File: src/rtl/divf_seq_pkg.sv
// Shared fp32 definitions for the sequential divider: field widths, bias,
// canonical constants, FSM encoding and iteration count.
package divf_seq_pkg;

    localparam int unsigned SIGN_W = 1;
    localparam int unsigned EXP_W  = 8;
    localparam int unsigned FRAC_W = 23;
    localparam int unsigned MANT_W = FRAC_W + 1;   // with hidden 1
    localparam int unsigned QUO_W  = 25;           // one integer + 24 fraction bits
    localparam int unsigned EXPI_W = 10;           // signed working exponent
    localparam int unsigned CNT_W  = 5;
    localparam int unsigned ITERS  = 25;
    localparam int unsigned BIAS   = 127;

    localparam logic [31:0] FP_QNAN = 32'h7FC0_0000;
    localparam logic [31:0] FP_INF  = 32'h7F80_0000;

    typedef struct packed {
        logic [SIGN_W-1:0] sign;
        logic [EXP_W-1:0]  exp;
        logic [FRAC_W-1:0] frac;
    } fp32_t;

    typedef enum logic [1:0] {
        ST_IDLE = 2'd0,
        ST_DIV  = 2'd1,
        ST_NORM = 2'd2,
        ST_DONE = 2'd3
    } state_e;

endpackage

File: src/rtl/divf_mant.sv
// Restoring mantissa divider, one quotient bit per step.
//   load     : capture dividend/divisor (both with hidden 1), clear quotient
//   step     : produce next quotient bit (MSB first)
//   quo      : accumulated quotient; after 25 steps quo = floor(dividend/divisor * 2^24)
module divf_mant
    import divf_seq_pkg::*;
(
    input  logic              clk,
    input  logic              rst_n,
    input  logic              load,
    input  logic              step,
    input  logic [MANT_W-1:0] dividend,
    input  logic [MANT_W-1:0] divisor,
    output logic [QUO_W-1:0]  quo
);

    logic [MANT_W:0]   rem_q,  rem_d;
    logic [MANT_W-1:0] dvs_q,  dvs_d;
    logic [QUO_W-1:0]  quo_q,  quo_d;
    logic              ge;
    logic [MANT_W:0]   diff;

    // Remainder stays below 2*divisor, so MANT_W+1 bits hold it.
    always_comb begin
        rem_d = rem_q;
        dvs_d = dvs_q;
        quo_d = quo_q;
        ge    = (rem_q >= {1'b0, dvs_q});
        diff  = ge ? (rem_q - {1'b0, dvs_q}) : rem_q;
        if (load) begin
            rem_d = {1'b0, dividend};
            dvs_d = divisor;
            quo_d = '0;
        end else if (step) begin
            // diff < divisor < 2^MANT_W, so its top bit is always zero
            rem_d = {diff[MANT_W-1:0], 1'b0};
            quo_d = {quo_q[QUO_W-2:0], ge};
        end
    end

    always_ff @(posedge clk or negedge rst_n) begin
        if (!rst_n) begin
            rem_q <= '0;
            dvs_q <= '0;
            quo_q <= '0;
        end else begin
            rem_q <= rem_d;
            dvs_q <= dvs_d;
            quo_q <= quo_d;
        end
    end

    assign quo = quo_q;

endmodule

File: src/rtl/divf_seq.sv
// Sequential IEEE-754 single-precision divider (round toward zero, no denormals).
//   clk, rst_n : clock, async active-low reset
//   start,a,b  : request and operands, sampled in IDLE only
//   busy       : operation in flight (accept edge through end of done)
//   done       : one-cycle result pulse
//   q, dz      : quotient and divide-by-zero flag, held until the next result
module divf_seq
    import divf_seq_pkg::*;
(
    input  logic        clk,
    input  logic        rst_n,
    input  logic        start,
    input  logic [31:0] a,
    input  logic [31:0] b,
    output logic        busy,
    output logic        done,
    output logic [31:0] q,
    output logic        dz
);

    state_e                    state_q, state_d;
    logic [CNT_W-1:0]          cnt_q, cnt_d;
    logic signed [EXPI_W-1:0]  exp_q, exp_d;
    logic                      sign_q, sign_d;
    logic                      spec_q, spec_d;
    logic [31:0]               spec_res_q, spec_res_d;
    logic                      spec_dz_q, spec_dz_d;
    logic                      busy_q, busy_d;
    logic                      done_q, done_d;
    logic [31:0]               q_q, q_d;
    logic                      dz_q, dz_d;

    fp32_t                     fa, fb;
    logic                      a_zero, b_zero, a_inf, b_inf, a_nan, b_nan;
    logic                      sign_c;
    logic                      is_spec_c;
    logic [31:0]               spec_val_c;
    logic                      spec_dz_c;
    logic                      mant_load, mant_step;
    logic [QUO_W-1:0]          quo;
    logic signed [EXPI_W-1:0]  exp_n;
    logic [FRAC_W-1:0]         frac_n;

    assign fa     = a;
    assign fb     = b;
    assign sign_c = fa.sign ^ fb.sign;
    assign a_zero = ~|fa.exp;
    assign b_zero = ~|fb.exp;
    assign a_inf  = (&fa.exp) & ~|fa.frac;
    assign b_inf  = (&fb.exp) & ~|fb.frac;
    assign a_nan  = (&fa.exp) & |fa.frac;
    assign b_nan  = (&fb.exp) & |fb.frac;

    // Special-operand decode; priority order matters (NaN cases first).
    always_comb begin
        is_spec_c  = 1'b1;
        spec_val_c = FP_QNAN;
        spec_dz_c  = 1'b0;
        if (a_nan || b_nan || (a_zero && b_zero) || (a_inf && b_inf)) begin
            spec_val_c = FP_QNAN;
        end else if (a_inf) begin
            spec_val_c = FP_INF | {sign_c, 31'd0};
        end else if (b_inf || a_zero) begin
            spec_val_c = {sign_c, 31'd0};
        end else if (b_zero) begin
            spec_val_c = FP_INF | {sign_c, 31'd0};
            spec_dz_c  = 1'b1;
        end else begin
            is_spec_c  = 1'b0;
        end
    end

    // Normalise: quotient lies in [0.5, 2); a clear integer bit needs one left shift.
    always_comb begin
        exp_n  = quo[QUO_W-1] ? exp_q : (exp_q - 10'sd1);
        frac_n = quo[QUO_W-1] ? quo[QUO_W-2:1] : quo[QUO_W-3:0];
    end

    // Next-state and output logic.
    always_comb begin
        state_d    = state_q;
        cnt_d      = cnt_q;
        exp_d      = exp_q;
        sign_d     = sign_q;
        spec_d     = spec_q;
        spec_res_d = spec_res_q;
        spec_dz_d  = spec_dz_q;
        done_d     = 1'b0;
        q_d        = q_q;
        dz_d       = dz_q;
        mant_load  = 1'b0;
        mant_step  = 1'b0;

        unique case (state_q)
            ST_IDLE: begin
                if (start) begin
                    sign_d = sign_c;
                    exp_d  = $signed({2'b00, fa.exp}) - $signed({2'b00, fb.exp})
                             + $signed(EXPI_W'(BIAS));
                    if (is_spec_c) begin
                        spec_d     = 1'b1;
                        spec_res_d = spec_val_c;
                        spec_dz_d  = spec_dz_c;
                        state_d    = ST_DONE;
                    end else begin
                        cnt_d      = '0;
                        mant_load  = 1'b1;
                        state_d    = ST_DIV;
                    end
                end
            end
            ST_DIV: begin
                mant_step = 1'b1;
                cnt_d     = cnt_q + CNT_W'(1);
                if (cnt_q == CNT_W'(ITERS - 1)) begin
                    state_d = ST_NORM;
                end
            end
            ST_NORM: begin
                if (exp_n >= 10'sd255) begin
                    q_d = FP_INF | {sign_q, 31'd0};
                end else if (exp_n <= 10'sd0) begin
                    q_d = {sign_q, 31'd0};
                end else begin
                    q_d = {sign_q, exp_n[EXP_W-1:0], frac_n};
                end
                dz_d    = 1'b0;
                done_d  = 1'b1;
                state_d = ST_DONE;
            end
            ST_DONE: begin
                // Special results spend one settle cycle here, then publish with done.
                if (spec_q) begin
                    q_d    = spec_res_q;
                    dz_d   = spec_dz_q;
                    done_d = 1'b1;
                    spec_d = 1'b0;
                end else begin
                    state_d = ST_IDLE;
                end
            end
            default: state_d = ST_IDLE;
        endcase

        busy_d = (state_d != ST_IDLE);
    end

    always_ff @(posedge clk or negedge rst_n) begin
        if (!rst_n) begin
            state_q    <= ST_IDLE;
            cnt_q      <= '0;
            exp_q      <= '0;
            sign_q     <= 1'b0;
            spec_q     <= 1'b0;
            spec_res_q <= '0;
            spec_dz_q  <= 1'b0;
            busy_q     <= 1'b0;
            done_q     <= 1'b0;
            q_q        <= '0;
            dz_q       <= 1'b0;
        end else begin
            state_q    <= state_d;
            cnt_q      <= cnt_d;
            exp_q      <= exp_d;
            sign_q     <= sign_d;
            spec_q     <= spec_d;
            spec_res_q <= spec_res_d;
            spec_dz_q  <= spec_dz_d;
            busy_q     <= busy_d;
            done_q     <= done_d;
            q_q        <= q_d;
            dz_q       <= dz_d;
        end
    end

    divf_mant u_mant (
        .clk      (clk),
        .rst_n    (rst_n),
        .load     (mant_load),
        .step     (mant_step),
        .dividend ({1'b1, fa.frac}),
        .divisor  ({1'b1, fb.frac}),
        .quo      (quo)
    );

    assign busy = busy_q;
    assign done = done_q;
    assign q    = q_q;
    assign dz   = dz_q;

endmodule

File: config.mk
export PLATFORM = sky130hd
export DESIGN_NAME = divf_seq
export DESIGN_NICKNAME = d
export VERILOG_FILES = /design/src/rtl/divf_seq_pkg.sv /design/src/rtl/divf_mant.sv /design/src/rtl/divf_seq.sv
export SDC_FILE = /design/constraint.sdc
export NUM_CORES = 1
export LEC_CHECK = 0
export ABC_CLOCK_PERIOD_IN_PS = 3800
export CORE_MARGIN = 4
export CORE_UTILIZATION = 29
export DETAILED_ROUTE_END_ITERATION = 6
export MAX_ROUTING_LAYER = met4
export SETUP_SLACK_MARGIN = 0.2
export SLEW_MARGIN = 20
export SYNTH_ARGS = -nofsm -noshare
export SYNTH_HDL_FRONTEND = slang
export SYNTH_SLANG_ARGS = --single-unit
File: constraint.sdc
create_clock -name clk -period 3.8 [get_ports clk]
set_input_delay 0.95 -clock clk [delete_from_list [all_inputs] [get_ports clk]]
set_output_delay 0.95 -clock clk [all_outputs]
set_load 0.1 [all_outputs]
# After elaboration in Yosys (flattened, before gate mapping)
# Index checks and enable logic that the tools add are counted.
dict set report totals {
  ff_bits 161
  inputBits 67
  out_inout_bits 35
  wordCells 103
}
dict set report classes {
  n_bitwise 5
  magnitude_cmp 3
  reduce_logical 27
  eq_ne 8
  n_mux 41
  add_sub_neg 5
}
# operator count
set op_table {}
lappend op_table {{two-way mux 32 bit} 5}
lappend op_table {{two-way mux 25 bit} 4}
lappend op_table {{case mux 32 bit (2 select lines)} 1}
lappend op_table {{two-way mux 31 bit} 2}
lappend op_table {{OR reduction 23 bit} 2}
lappend op_table {{greater-or-equal comparator 25 x 24 -> 1 bit} 1}
lappend op_table {{two-way mux 24 bit} 1}
lappend op_table {{subtractor 24 bit} 1}
lappend op_table {{two-way mux 23 bit} 1}
lappend op_table {{AND reduction 8 bit} 2}
lappend op_table {{OR reduction 8 bit} 2}
lappend op_table {{two-way mux 1 bit} 15}
lappend op_table {{adder 9 x 8 -> 10 bit (second input constant)} 1}
lappend op_table {{greater-or-equal comparator 10 x 9 -> 1 bit (second input constant)} 1}
lappend op_table {{<= comparator 10 x 1 -> 1 bit (second input constant)} 1}
lappend op_table {{two-way mux 10 bit} 1}
lappend op_table {{two-way mux 5 bit} 2}
lappend op_table {{case mux 5 bit (2 select lines)} 1}
lappend op_table {{nonzero test 2 bit} 5}
lappend op_table {{subtractor 10 x 2 -> 10 bit (second input constant)} 1}
lappend op_table {{AND reduction 3 bit} 3}
lappend op_table {{subtractor 8 x 8 -> 9 bit} 1}
lappend op_table {{two-way mux 2 bit} 4}
lappend op_table {{!= test 2 bit (second input constant)} 4}
lappend op_table {{other kinds (13)} 27}

# Depth between registers and ports, before layout
dict set report logic_depth {
  depth_word 11
  ltp_mapped 13
  ltp_nobuf 12
}

# By module
# From an unflattened synthesis, not the netlist that was laid out.
dict set report hier_totals {
  hier_cells 910
  area_unflattened_um2 8300.5
}
# module area_each_um2 cells_per_inst n_inst seq_area_each_um2
set by_module_without_submodules {}
lappend by_module_without_submodules {divf_mant 4571.9 490 1 1851.8}
lappend by_module_without_submodules {divf_seq 3728.6 420 1 1451.4}

# Least setup slack after synthesis
# Ideal clock, no wire load.
dict set report synth_path {
  kind {input-to-reg}
  start {input port a[23]}
  end {register exp_q[8]}
  cell_stages 12
  setup_ns 0.134
  arrival_ns 2.785
  t_required_ns 3.666
  n_path_buf 0
  setup_slack_ns 0.881
  path_cell_list {inv_1 -> ha_1 -> inv_1 -> fa_1 -> a21o_1 -> a21oi_1 -> xnor2_1 -> a21oi_1 -> o2111ai_1 -> o21ai_0 -> xnor2_1 -> o21ai_0}
}
dict set report synth_between {
  elab_chain_len 2
}
# item line
set synth_rtl {}
lappend synth_rtl {{from (decl)} divf_seq.sv:13} ;# input logic [31:0] a,
lappend synth_rtl {{subtractor 8 x 8 -> 9 bit} divf_seq.sv:98} ;# exp_d = $signed({2'b00, fa.exp}) - $signed({2'b00, fb.exp})
lappend synth_rtl {{adder 9 x 8 -> 10 bit} divf_seq.sv:99} ;# + $signed(EXPI_W'(BIAS));
lappend synth_rtl {{to (signal assigned)} divf_seq.sv:164} ;# exp_q <= exp_d;
lappend synth_rtl {{to (decl)} divf_seq.sv:23} ;# logic signed [EXPI_W-1:0] exp_q, exp_d;
# No other way between the ends.
# A chain may end at the register's enable or synchronous reset.

# Worst setup path after layout
dict set report layout_path {
  start {input port a[24]}
  end {register u_mant.rem_q[17]}
}
dict set report layout_between {
  elab_chain_len 10
  word_cells_on_any_way 19
  classes_between {7 x mux; 2 x bitwise; 10 x reduce/logical}
}
# item line
set layout_rtl {}
lappend layout_rtl {{OR reduction 8 bit or AND reduction 8 bit (tied branches)} {divf_seq.sv:47, divf_seq.sv:49, divf_seq.sv:51}}
lappend layout_rtl {{zero test 1 bit or bitwise AND 1 bit (tied branches)} {divf_seq.sv:47, divf_seq.sv:51}}
lappend layout_rtl {{logical OR 1 bit (tied with other cells)} divf_seq.sv:63} ;# end else if (b_inf || a_zero) begin
lappend layout_rtl {{two-way mux 1 bit or logical OR 1 bit (tied branches)} {divf_seq.sv:63, divf_seq.sv:59}}
lappend layout_rtl {{two-way mux 1 bit or logical OR 1 bit (tied branches)} {divf_seq.sv:61, divf_seq.sv:59}}
lappend layout_rtl {{two-way mux 1 bit *} divf_seq.sv:59} ;# if (a_nan || b_nan || (a_zero && b_zero) || (a_inf && b_inf)) begin
lappend layout_rtl {{two-way mux 1 bit *} divf_seq.sv:100} ;# if (is_spec_c) begin
lappend layout_rtl {{two-way mux 1 bit *} divf_seq.sv:96} ;# if (start) begin
lappend layout_rtl {{two-way mux 1 bit *} divf_seq.sv:94} ;# unique case (state_q)
lappend layout_rtl {{two-way mux 25 bit or nonzero test 2 bit (tied branches)} n/a}
lappend layout_rtl {{to (signal assigned)} divf_mant.sv:47} ;# rem_q <= rem_d;
lappend layout_rtl {{to (decl)} divf_mant.sv:17} ;# logic [MANT_W:0] rem_q, rem_d;
# Mark *: on every way between the ends. The rest lies on a longest branch, timed or not.

==> metrics.md <==
| Metric | Value |
|---|---|
| Starting DRT DRC Count | 428 |
| Hold Path Origin | u_mant.dvs_q[23] |
| First-pass GRT wire length | 35.1 mm |
| Pwr Density | 904 nW/um2 |
| Post-Route WL | 21.4 mm |
| Boundary pin count | 102 |
| Num CTS Buffers | 17 |
| RSZ-0062 raised after global routing | false |
| Final core occ | 0.372 |
| Width of the die | 175 um |
| Highest net fanout along the worst path | 45 |
| Post-Synth Adder-Cell Area | 0.0610 |
| # diodes | 0 |
| Result of the run | completed |
| Post-DP HPWL | 15.7 mm |
| WL/cell | 15.4 um |
| Post-Route Skew | 12.0 ps |
| Final min period | 3290 ps |
| Share of flip-flops with an asynchronous set or reset | 1.00 |
| Hold path depth | 2 |
| Final slew viol count | 0 |
| CTS Root Cell | clkbuf_16 |
| Overflow after GRT | 0 |
| Reg2reg start | u_mant.rem_q[6] |
| Nature of the critical path endpoint | flop |
| Residual DRC count | 0 |
| Synth unique cells | 63 |
| Compound-gate portion of the synthesized area | 0.202 |
| Critical path class | primary input to flop |
| Effective utilization at floorplan | 0.297 |
| Synth area leaders | dfrtp_1 41%, nand2_1 7.2%, o21ai_0 6.2% |
| Synth Instances | 913 |
| Data arrival, critical path | 3570 ps |
| Area growth from synthesis to layout | 25.3% |
| Largest family of logic cells by synthesized area | compound AO/OA/AOI/OAI gates |
| Main synth FF type | dfrtp_1 |
| Worst Tran Pin Value | 1010 ps |
| Vias/cell | 4.91 |
| Syn_area_per_cell | 8.81 um2 |
| Fin nets | 1,113 |
| Fin worst setup slack | 508 ps |
| Max Cap Viol | 0 |
| CTS tree | built |
| Hold violation count in the final report | 0 |
| Placeable Area | 27,100 um2 |
| Mapped Area | 8040 um2 |
| CP required | 4080 ps |
| CTS Sinks | 132 |
| Most frequent cells in the layout | 154 x nand2_1, 132 x dfrtp_1, 100 x o21ai_0, 100 x clkdlybuf4s50_1, 47 x inv_1 |
| Post-synthesis mux area share | 0.0490 |
| Synth Area in Simple Gates | 0.189 |
| Placement Setup Slack | 123 ps |
| Area share of xor/xnor cells in the synthesized design | 0.0381 |
| Crit path launch type | primary input |
| # Post-CTS Setup Buffers | 0 |
| Crit Reg-Reg Endpoint | u_mant.rem_q[1] |
| Port Buffers | 101 |
| Dpl cells | 1,361 |
| Peak Freq | 304 MHz |
| Synth Register Bits | 132 |
| TritonRoute pass-1 iters | 4 |
| Most Used Layer, Global Route | met2 |
| Rel. slew slack | 0.325 |
| Global placement routability congestion | 0.869 |
| Flop-to-flop setup slack | 730 ps |
| Clk_lat worst skew | 420 ps |
| Met2 usage | 0.231 |
| Met3 usage | 0.0241 |
| Worst min path class | flop to flop |
| H-tree levels | 4 |
| Most common cell after layout, fill and taps aside | nand2_1 |
| Total GRT Usage | 0.146 |
| Syn nets | 1,018 |
| Fin cells | 1,392 |
| R2R cell count | 10 |
| Hold Path Sink | u_mant.dvs_q[23] |
| M1 GR Usage | 0.190 |
| Yosys warnings | 0 |
| Standard-cell rows | 60 |
| Leak | 0.00427 uW |
| Final worst-path cycle share | 0.866 |
| Die H | 175 um |
| Largest net degree at the start of global routing | 74 |
| Post-cts sizing count | 0 |
| Setup TNS | 0 ps |
| Synth top area share | 0.411 |
| Cell taking the most area after synthesis | dfrtp_1 |
| Sequential cell area fraction in the yosys report | 0.411 |
| Share of cells above drive strength 1 | 0.0853 |
| Post-CTS Hold Buffers | 0 |
| Die ar. | 30,500 um2 |
| Via count | 6,834 |
| Number of synthesized flops with an enable pin | 0 |
| Max Root-Sink Buffers | 2 |
| Maximum vdd ir drop | 0.297 mV |
| Post-DRT Antenna Nets | 0 |
| Fill cells | 2,786 |
| Antenna violations before repair | 0 |
| Finish-stage setup viols | 0 |
| Vias in the first global route | 6,690 |
| Clock transition at the registers of the reported paths | 60 ps |
[flip-flops by register name, indices dropped and copies added, names as in the netlist]
signal and cells:
sign_q 1, spec_q 1, q 32, spec_dz_q 1, u_mant.dvs_q 24, u_mant.rem_q 25
state_q 2, busy 1, exp_q 10, spec_res_q 3, cnt_q 5, dz 1
done 1, u_mant.quo 25
[per-layer routing]
metal	vias up	share of wire	wire, um
met4	0	0.020	425
met2	119	0.47	9990
met3	27	0.032	694
li1	3422	-	-
met1	3266	0.48	10300
met5	-	0	0
[cell type report]
| cell class | count | area, um2 | share of cell area |
|---|---|---|---|
| repair buffers | 117 | 1130 | 0.112 |
| inverters | 48 | 180 | 0.0179 |
| clock buffers | 19 | 443 | 0.0439 |
| multi-input cells | 692 | 4350 | 0.432 |
| clock inverters | 12 | 203 | 0.0201 |
| flip-flops and latches | 132 | 3300 | 0.328 |
| well taps | 372 | 465 | 0.0462 |
[worst max-delay path: stages]
cell             delay, ps
clkdlybuf4s50_1        560
nor4_1                  90
nand2_1                 90
nand4_1                220
nor2_4                 810
nor2_1                 110
buf_4                  250
a22o_1                 200
a31oi_1                140
o21ai_0                120
[worst max path at each step]
stage | depth (start not counted) | startpoint | end
after floorplan | 12 | a[23] | exp_q[8]
after global placement | 10 | a[24] | u_mant.rem_q[20]
after detailed placement | 12 | b[23] | exp_q[8]
after CTS | 12 | b[23] | exp_q[8]
after global routing | 10 | a[24] | u_mant.rem_q[18]
final | 10 | a[24] | u_mant.rem_q[17]
[cells in the mapped netlist (all sizes together), types with 6 or more instances]
cell    count
dfrtp     132
o21ai     124
a21o       15
o211ai      6
nor2b       9
clkbuf     30
and3       13
a21oi      40
nor3       13
nand4      13
o21a        9
nand3      18
xnor2      25
xor2       10
a211oi      6
a31oi      13
buf         8
nand2     154
mux2i      36
o31ai       8
inv        48
ha         36
nand2b     12
nor4       17
nor2       46
a22oi       7
[power by group]
part           total, uW  internal [uW]  switching, uW
Clock               1820           1180            636
Sequential          2360           1950            411
Combinational       4930           2000           2930
Total               9110           5130           3980
[through the flow]
step	hold slack (ps)	total power [uW]	cell area (um2)
4_1_cts	477	9150	10100
3_5_place_dp	464	7280	9430
5_1_grt	492	9900	10100
2_1_floorplan	418	6150	8040
3_3_place_gp	436	7200	9430
6_report	469	9110	10100
[logic make-up after synthesis]
family / after synthesis
AOI/OAI and AO/OA: 256
xor gates and xnor gates: 35
adders and majority gates: 38
buffers and inverters: 89
DFF: 132
muxes: 39
and+or+nand+nor: 324
Power figures use the tool's default switching activity.
